===== src/rtl/mat_vec_loader.sv =====
// mat_vec_loader: assembles a serial stream into a matrix/vector operand set with framing checks; MAT_VEC_LOADER_VEC_REUSE_EN adds reuse_vec
module mat_vec_loader #(
  parameter int DATA_WIDTH = 32,
  parameter int MAT_ROW = 4,
  parameter int MAT_COL = 4
) (
  input  logic clk,
  input  logic rst_n,
`ifdef MAT_VEC_LOADER_VEC_REUSE_EN
  input  logic reuse_vec,
`endif
  input  logic [DATA_WIDTH-1:0] in_data,
  input  logic in_valid,
  output logic in_ready,
  input  logic in_last,
  output logic [MAT_ROW-1:0][MAT_COL-1:0][DATA_WIDTH-1:0] out_mat,
  output logic [MAT_COL-1:0][DATA_WIDTH-1:0] out_vec,
  output logic out_valid,
  input  logic out_ready,
  output logic err_frame
);
  localparam int N = MAT_ROW * MAT_COL;
  localparam int IW = $clog2(N + 1);
  typedef enum logic [1:0] {LOAD_MAT, LOAD_VEC, PRESENT} state_t;
  state_t state, state_nx;
  logic [IW-1:0] idx, idx_nx;
  logic beat, reuse, final_beat, mat_done, err_nx;
  assign in_ready = state != PRESENT;
  assign out_valid = state == PRESENT;
  assign beat = in_valid && in_ready;
`ifdef MAT_VEC_LOADER_VEC_REUSE_EN
  logic reuse_q;
  assign reuse = idx == '0 ? reuse_vec : reuse_q;
  // hold the reuse request taken on the first matrix beat for the rest of the frame
  always_ff @(posedge clk or negedge rst_n)
    if (!rst_n) reuse_q <= 1'b0;
    else if (beat && state == LOAD_MAT && idx == '0) reuse_q <= reuse_vec;
`else
  assign reuse = 1'b0;
`endif
  assign final_beat = state == LOAD_VEC ? idx == IW'(MAT_COL - 1) : idx == IW'(N - 1) && reuse;
  assign mat_done = state == LOAD_MAT && idx == IW'(N - 1) && !reuse;
  // state, index and error pulse registers
  always_ff @(posedge clk or negedge rst_n)
    if (!rst_n) begin
      state <= LOAD_MAT;
      idx <= '0;
      err_frame <= 1'b0;
    end else begin
      state <= state_nx;
      idx <= idx_nx;
      err_frame <= err_nx;
    end
  // next state: in_last must coincide exactly with the final beat, otherwise the frame is dropped
  always_comb begin
    state_nx = state;
    idx_nx = idx;
    err_nx = 1'b0;
    if (state == PRESENT) begin
      if (out_ready) begin
        state_nx = LOAD_MAT;
        idx_nx = '0;
      end
    end else if (beat) begin
      if (in_last != final_beat) begin
        err_nx = 1'b1;
        state_nx = LOAD_MAT;
        idx_nx = '0;
      end else if (final_beat) begin
        state_nx = PRESENT;
        idx_nx = '0;
      end else if (mat_done) begin
        state_nx = LOAD_VEC;
        idx_nx = '0;
      end else idx_nx = idx + 1'b1;
    end
  end
  // operand storage: each accepted beat lands in the slot selected by phase and index
  always_ff @(posedge clk or negedge rst_n)
    if (!rst_n) begin
      out_mat <= '0;
      out_vec <= '0;
    end else if (beat) begin
      for (int r = 0; r < MAT_ROW; r++)
        for (int c = 0; c < MAT_COL; c++)
          if (state == LOAD_MAT && idx == IW'(r * MAT_COL + c)) out_mat[r][c] <= in_data;
      for (int c = 0; c < MAT_COL; c++)
        if (state == LOAD_VEC && idx == IW'(c)) out_vec[c] <= in_data;
    end
endmodule

===== config.mk =====
export PLATFORM = sky130hd
export DESIGN_NAME = mat_vec_loader
export DESIGN_NICKNAME = d
export VERILOG_FILES = /design/src/rtl/mat_vec_loader.sv
export SDC_FILE = /design/constraint.sdc
export NUM_CORES = 1
export LEC_CHECK = 0
export CORE_AREA = 2 2 266 268
export DETAILED_ROUTE_END_ITERATION = 8
export DIE_AREA = 0 0 268 270
export PLACE_DENSITY = 0.63
export SYNTH_ARGS = -nofsm -noshare
export SYNTH_HDL_FRONTEND = slang
export SYNTH_SLANG_ARGS = --single-unit

===== constraint.sdc =====
create_clock -name clk -period 2.31 [get_ports clk]
set_input_delay 0.231 -clock clk [delete_from_list [all_inputs] [get_ports clk]]
set_output_delay 0.231 -clock clk [all_outputs]
set_load 0.01 [all_outputs]

==> results of run 1 <==
-- final cells by class --
cell class | instances | area [um2] | share of cell area, %
flip-flops and latches | 648 | 16220 | 45.64
repair buffers | 777 | 7889 | 22.20
multi-input cells | 712 | 7740 | 21.78
clock buffers | 104 | 2033 | 5.723
well taps | 940 | 1176 | 3.310
clock inverters | 24 | 441.7 | 1.243
inverters | 7 | 26.28 | 0.07395
diodes | 3 | 7.507 | 0.02113
-- layout by cell type, fill, tap and decap left out, types with 3 or more instances in the layout --
master             n
diode_2            3
buf_12            28
clkbuf_16         73
nand2_1            4
clkbuf_1          22
ha_1               5
inv_1              7
mux2_1             8
bufinv_16         10
clkdlybuf4s50_1  677
mux2_2           632
clkinv_2           3
nand3_1            5
nand3_2            4
clkbuf_8           9
clkinvlp_4         6
nor3_1             3
and2_1             3
dfrtp_1          648
o21ai_0            5
nand2_2           15
buf_4             69
-- registers in the layout, indices dropped and copies added (netlist names) --
register   cells
out_mat      512
out_vec      128
idx            5
state          2
err_frame      1
-- path summary, 6_finish.rpt --
| check | startpoint | end | slack [ns] | cells after the start |
|---|---|---|---|---|
| max in group asynchronous | rst_n | state[1] | 1.16 | 3 |
| worst min-delay path | rst_n | out_mat[127] | 0.14 | 2 |
| worst min register to register | out_vec[69] | out_vec[69] | 0.49 | 1 |
| worst max register to register | state[1] | idx[4] | 0.13 | 8 |
| min in group clk | in_valid | err_frame | 0.48 | 3 |
| worst max-delay path | state[1] | idx[4] | 0.13 | 8 |
-- cell families (layout without fill, tap and decap cells) --
kind of cell	Yosys count	after routing	synth area share, %
buffers and inverters	133	912	2.107
other	0	3	0
and+or+nand+nor	52	52	1.225
adders and majority gates	6	6	0.3076
muxes	640	640	29.53
AOI/OAI and AO/OA	14	14	0.3795
DFF	648	648	66.45
-- worst max-delay path, stage by stage, from the launching register on --
cell and delay (ns):
dfrtp_1 0.38, or4b_4 0.54, nor2_2 0.12, inv_1 0.06
ha_1 0.31, inv_1 0.09, o21a_1 0.16, and2_4 0.16
a32o_1 0.24
-- power by group through the flow --
stage	combinational, mW	sequential, mW	clock [mW]
after floorplan	3.26	17.5	0
final	12.9	16.0	12.0
after detailed placement	13.0	16.2	0
after CTS	13.1	16.0	12.3
after global routing	13.5	16.4	12.8
after global placement	12.9	16.0	0
-- layer usage --
metal	wire length, um	share of wire [%]	track usage [%]
met5	0	0	0
met4	3441	4.3	9.777
met3	5706	7.1	6.318
met2	40050	49	37.53
met1	31720	39	26.51
-- timing repair --
item	CTS	global route
setup endpoints to repair	1	3
setup buffers	0	0
hold buffers	1	0
endpoints found under the hold margin	462	0
resized for setup	2	4
==> run summary, run 1 <==
Routed WL per cell -> 25.17 um
Sequential area share after synthesis -> 66.45%
Largest net degree at the start of global routing -> 70
WP data required -> 2.78 ns
Clock group share of total power -> 29.3%
Standard-cell row count -> 97
Non-Filler Instances -> 3215
DRC -> 0
FMAX -> 458.5 MHz
Ys Warns -> 0
Hold slack -> 0.1379 ns
CP startpoint kind -> register
GP Congestion -> 0.8258
Initial DRC Count -> 668
Predominant post-synthesis flop cell -> dfrtp_1
Die height -> 270 um
Buffers on Ports -> 679
Power Dens Cells -> 1152 mW/mm2
Crit path kind -> register to register
Cell variety after synth -> 34
Sink Count -> 648
Synthesized area per cell -> 16.35 um2
Gate power share -> 31.6%
Final nets -> 2260
Cell Int Power -> 29.34 mW
GRT overflow -> 0
Layout cells sized above 1 -> 38.03%
Mapped Cells -> 1493
Root buffer cell -> clkbuf_16
Peak supply drop -> 624.2 uV
Synth top cells by count -> 648 x dfrtp_1, 632 x mux2_2, 69 x clkbuf_1
Most frequent cell after synthesis -> dfrtp_1
Design Area, Final -> 0.03553 mm2
Initial antenna violation count -> 1
Initial Util -> 35.09%
Skew-Pair Late Insertion Delay -> 0.61 ns
Worst Path Max Fanout -> 4
CTS buffer count -> 71
Post-Place Worst Slack -> 0.008626 ns
Synthesized cell area -> 0.02440 mm2
Rel. slew slack -> 56.28%
Post-synth EDFFs -> 0
Vias -> 15700
Total of max-cap violations -> 0
Worst Tran Pin Value -> 0.6559 ns
Via-to-Cell Ratio -> 4.883
Synth-to-layout area growth -> 45.59%
Switching Power -> 11.59 mW
Post-DP HPWL -> 56530 um
Max H-tree Level -> 3
Mapped Nets -> 1536
Global-route wire length before repair -> 117900 um
Clock-pin slew on the worst setup and hold paths -> 0.06 ns
Post-Route Setup TNS -> 0 ns
Vias in the first global route -> 16770
Routed Antenna Nets -> 0
Final Max Slew Viols -> 0
Setup WS post-layout -> 0.1288 ns
Bufs on Longest Clock Path -> 3
Core Util, Final -> 51.09%
Sequential share of power -> 39.1%
Cells after DPL -> 3083
Area share of the largest cell type after synthesis -> 66.45%
IO Pins -> 680
Fill cell count -> 5844
Hold Path Class -> input pin to asynchronous set/reset pin
Placed cell area -> 0.03303 mm2
Final setup violation count -> 0
Die X -> 268 um
DRT Pass-1 Iters -> 4
Seq cells post-synth -> 648
Total GRT Usage -> 22.30%
Status -> completed
Leak pwr -> 16.48 nW
Post-synth ARST share -> 100.0%
DRT Wirelength -> 80920 um
Core area -> 0.06954 mm2
CP endpoint kind -> register
CTS tree -> built
Die area -> 0.07236 mm2
Min cycle time layout -> 2.181 ns
Clk_skew -> 0.02272 ns
Top cells by area, synth -> dfrtp_1 66%, mux2_2 29%, clkbuf_1 1.1%
Net Sw Frac -> 28.31%
RSZ-0062 raised after global routing -> false
Final hold violation count -> 0
Crit path DAT -> 2.65 ns
Leading area contributor after synthesis -> dfrtp_1
Tcrit/Tclk final -> 94.43%
Total power -> 40.94 mW
(Power assumes the default switching activity.)
==> inputs of run 2 (changes only) <==
Settings changed: GPL_ROUTABILITY_DRIVEN from default to 0.
==> results of run 2 <==
No change in the layout: final DEF, timing and power equal those of run 1.
==> inputs of run 3 (changes only) <==
Settings changed: RECOVER_POWER from default to 50.
==> run 3 against run 2 <==
Via count is 0.34% higher. Critical path depth stayed put. Utilization is 0.12 points lower. Sequential power hardly changed. Register-to-register slack hardly changed. Clock skew hardly changed. Sequential share of layout area is 0.11 points higher. Setup slack better by 0.0013 ns. Critical endpoint unchanged. Highest routed layer unchanged.
==> run summary, run 3 (same netlist as run 1, synthesis figures left out) <==
Status -> completed
DRT Pass-1 Iters -> 4 (unchanged)
RSZ-0062 raised after global routing -> false
Routed Antenna Nets -> 0 (unchanged)
Initial antenna violation count -> 1 (unchanged)
Buffers on Ports -> 679 (unchanged)
Cells after DPL -> 3083 (unchanged)
Core area -> 0.06954 mm2 (unchanged)
Top flop regs -> out_mat: 512 flops, out_vec: 128 flops, idx: 5 flops
Leak pwr -> 17.28 nW (+4.9%)
Final Max Slew Viols -> 0 (unchanged)
Die X -> 268 um (unchanged)
Most frequent cells in the layout -> 648 x dfrtp_1, 632 x mux2_2, 356 x clkdlybuf4s50_1
Max reg flops -> 512 (unchanged)
Reg with most FFs -> out_mat
Initial DRC Count -> 666 (-0.30%)
Power Dens Cells -> 1137 mW/mm2 (-1.3%)
Worst Path Max Fanout -> 4 (unchanged)
Via-to-Cell Ratio -> 4.900 (+0.34%)
FMAX -> 458.7 MHz (about the same)
Initial Util -> 35.09% (unchanged)
Post-DP HPWL -> 56530 um (unchanged)
Min cycle time layout -> 2.180 ns (-0.001344 ns)
Die height -> 270 um (unchanged)
Post-Place Worst Slack -> 0.008626 ns (unchanged)
Crit path kind -> register to register
Setup WS post-layout -> 0.1301 ns (+0.001344 ns)
Routed WL per cell -> 25.13 um (-0.15%)
Largest net degree at the start of global routing -> 70 (unchanged)
Hold slack -> 0.4459 ns (+0.3080 ns)
FF-to-FF setup slack -> 0.13 ns (about the same)
Global-route wire length before repair -> 117900 um (unchanged)
CP startpoint kind -> register
R2R Path End -> idx[4]
DRT Wirelength -> 80800 um (-0.15%)
Tcrit/Tclk final -> 94.37% (about the same)
Sink Count -> 648 (unchanged)
RR Startpoint -> state[1]
GRT overflow -> 0 (unchanged)
Final nets -> 2260 (unchanged)
Most common cell after layout, fill and taps aside -> dfrtp_1
CP endpoint kind -> register
Max H-tree Level -> 3 (unchanged)
Seq. cell area -> 0.01622 mm2 (unchanged)
Worst r2r path cells -> 8 (unchanged)
CTS tree -> built
Total of max-cap violations -> 0 (unchanged)
Post-Route Setup TNS -> 0 ns (unchanged)
Layout cells sized above 1 -> 37.90% (-0.13 points)
Skew-Pair Late Insertion Delay -> 0.61 ns (about the same)
Vias -> 15750 (+0.34%)
Standard-cell row count -> 97 (unchanged)
Clk_skew -> 0.02222 ns (-0.0004919 ns)
Non-Filler Instances -> 3215 (unchanged)
Final hold violation count -> 0 (unchanged)
Clock-pin slew on the worst setup and hold paths -> 0.06 ns (about the same)
Vias in the first global route -> 16770 (unchanged)
IO Pins -> 680 (unchanged)
Hold Path Class -> input pin to asynchronous set/reset pin
Rel. slew slack -> 15.32% (-41 points)
Core Util, Final -> 50.97% (-0.12 points)
Worst Tran Pin Value -> 1.270 ns (+0.6143 ns)
Crit path DAT -> 2.65 ns (about the same)
Fill cell count -> 5861 (+0.29%)
Peak supply drop -> 622.9 uV (-0.21%)
Root buffer cell -> clkbuf_16
Die area -> 0.07236 mm2 (unchanged)
Final setup violation count -> 0 (unchanged)
Synth-to-layout area growth -> 45.25%
WP data required -> 2.78 ns (about the same)
CTS buffer count -> 71 (unchanged)
Total GRT Usage -> 22.30% (unchanged)
Multi-input gate area -> 0.007740 mm2 (unchanged)
Bufs on Longest Clock Path -> 3 (unchanged)
DRC -> 0 (unchanged)
[run 3: per-stage QoR]
step | cell area [um2] | power [mW]
floorplan | 24400 | 20.73
global placement | 33030 | 28.91
detailed placement | 33030 | 29.24
CTS | 35510 | 41.40
global route | 35440 | 42.10
finish | 35450 | 40.30
[run 3: area by class of cell]
type | count | share of cell area (%)
antenna | 3 | 0.02118
multi-input combinational | 712 | 21.84
clock inverter | 24 | 1.246
clock buffer | 104 | 5.736
tap | 940 | 3.318
inverter | 7 | 0.07413
sequential | 648 | 45.75
timing repair buffer | 777 | 22.02
[run 3: critical path: stages (launching register included)]
cell and delay [ns]:
dfrtp_1 0.38, or4b_4 0.54, nor2_2 0.12, inv_1 0.06, ha_1 0.31, inv_1 0.09
o21a_1 0.16, and2_4 0.16, a32o_1 0.24
[run 3: where the power goes]
part / switching [mW] / internal (mW)
registers: 1.54 / 14.4
logic: 5.29 / 7.08
clock network: 4.70 / 7.28
total: 11.5 / 28.8
[run 3: worst max-delay path by stage]
| stage | start | end | slack (ns) | cells past startpoint |
|---|---|---|---|---|
| final | state[1] | idx[4] | 0.13 | 8 |
| after global routing | rst_n | out_mat[294] | 0.02 | 3 |
| after CTS | state[1] | idx[4] | 0.06 | 8 |
| after detailed placement | in_valid | out_mat[399] | 0.009 | 7 |
| after global placement | in_valid | out_mat[466] | 0.003 | 7 |
| after floorplan | state[1] | idx[4] | 0.12 | 8 |
[run 3: repair_timing]
action | in CTS | in global routing
gates resized for setup | 2 | 4
hold endpoints to repair | 462 | 0
pin swaps | 0 | 0
setup buffers | 0 | 0
hold buffers | 1 | 0
endpoints found under the setup margin | 1 | 3
[run 3: routing by layer]
layer | track usage, % | vias to the layer above | share of wire (%)
met5 | 0 | - | 0
met4 | 9.777 | 0 | 4.4
met3 | 6.318 | 163 | 7.1
met2 | 37.53 | 546 | 49
met1 | 26.51 | 8335 | 39
li1 | - | 6708 | -
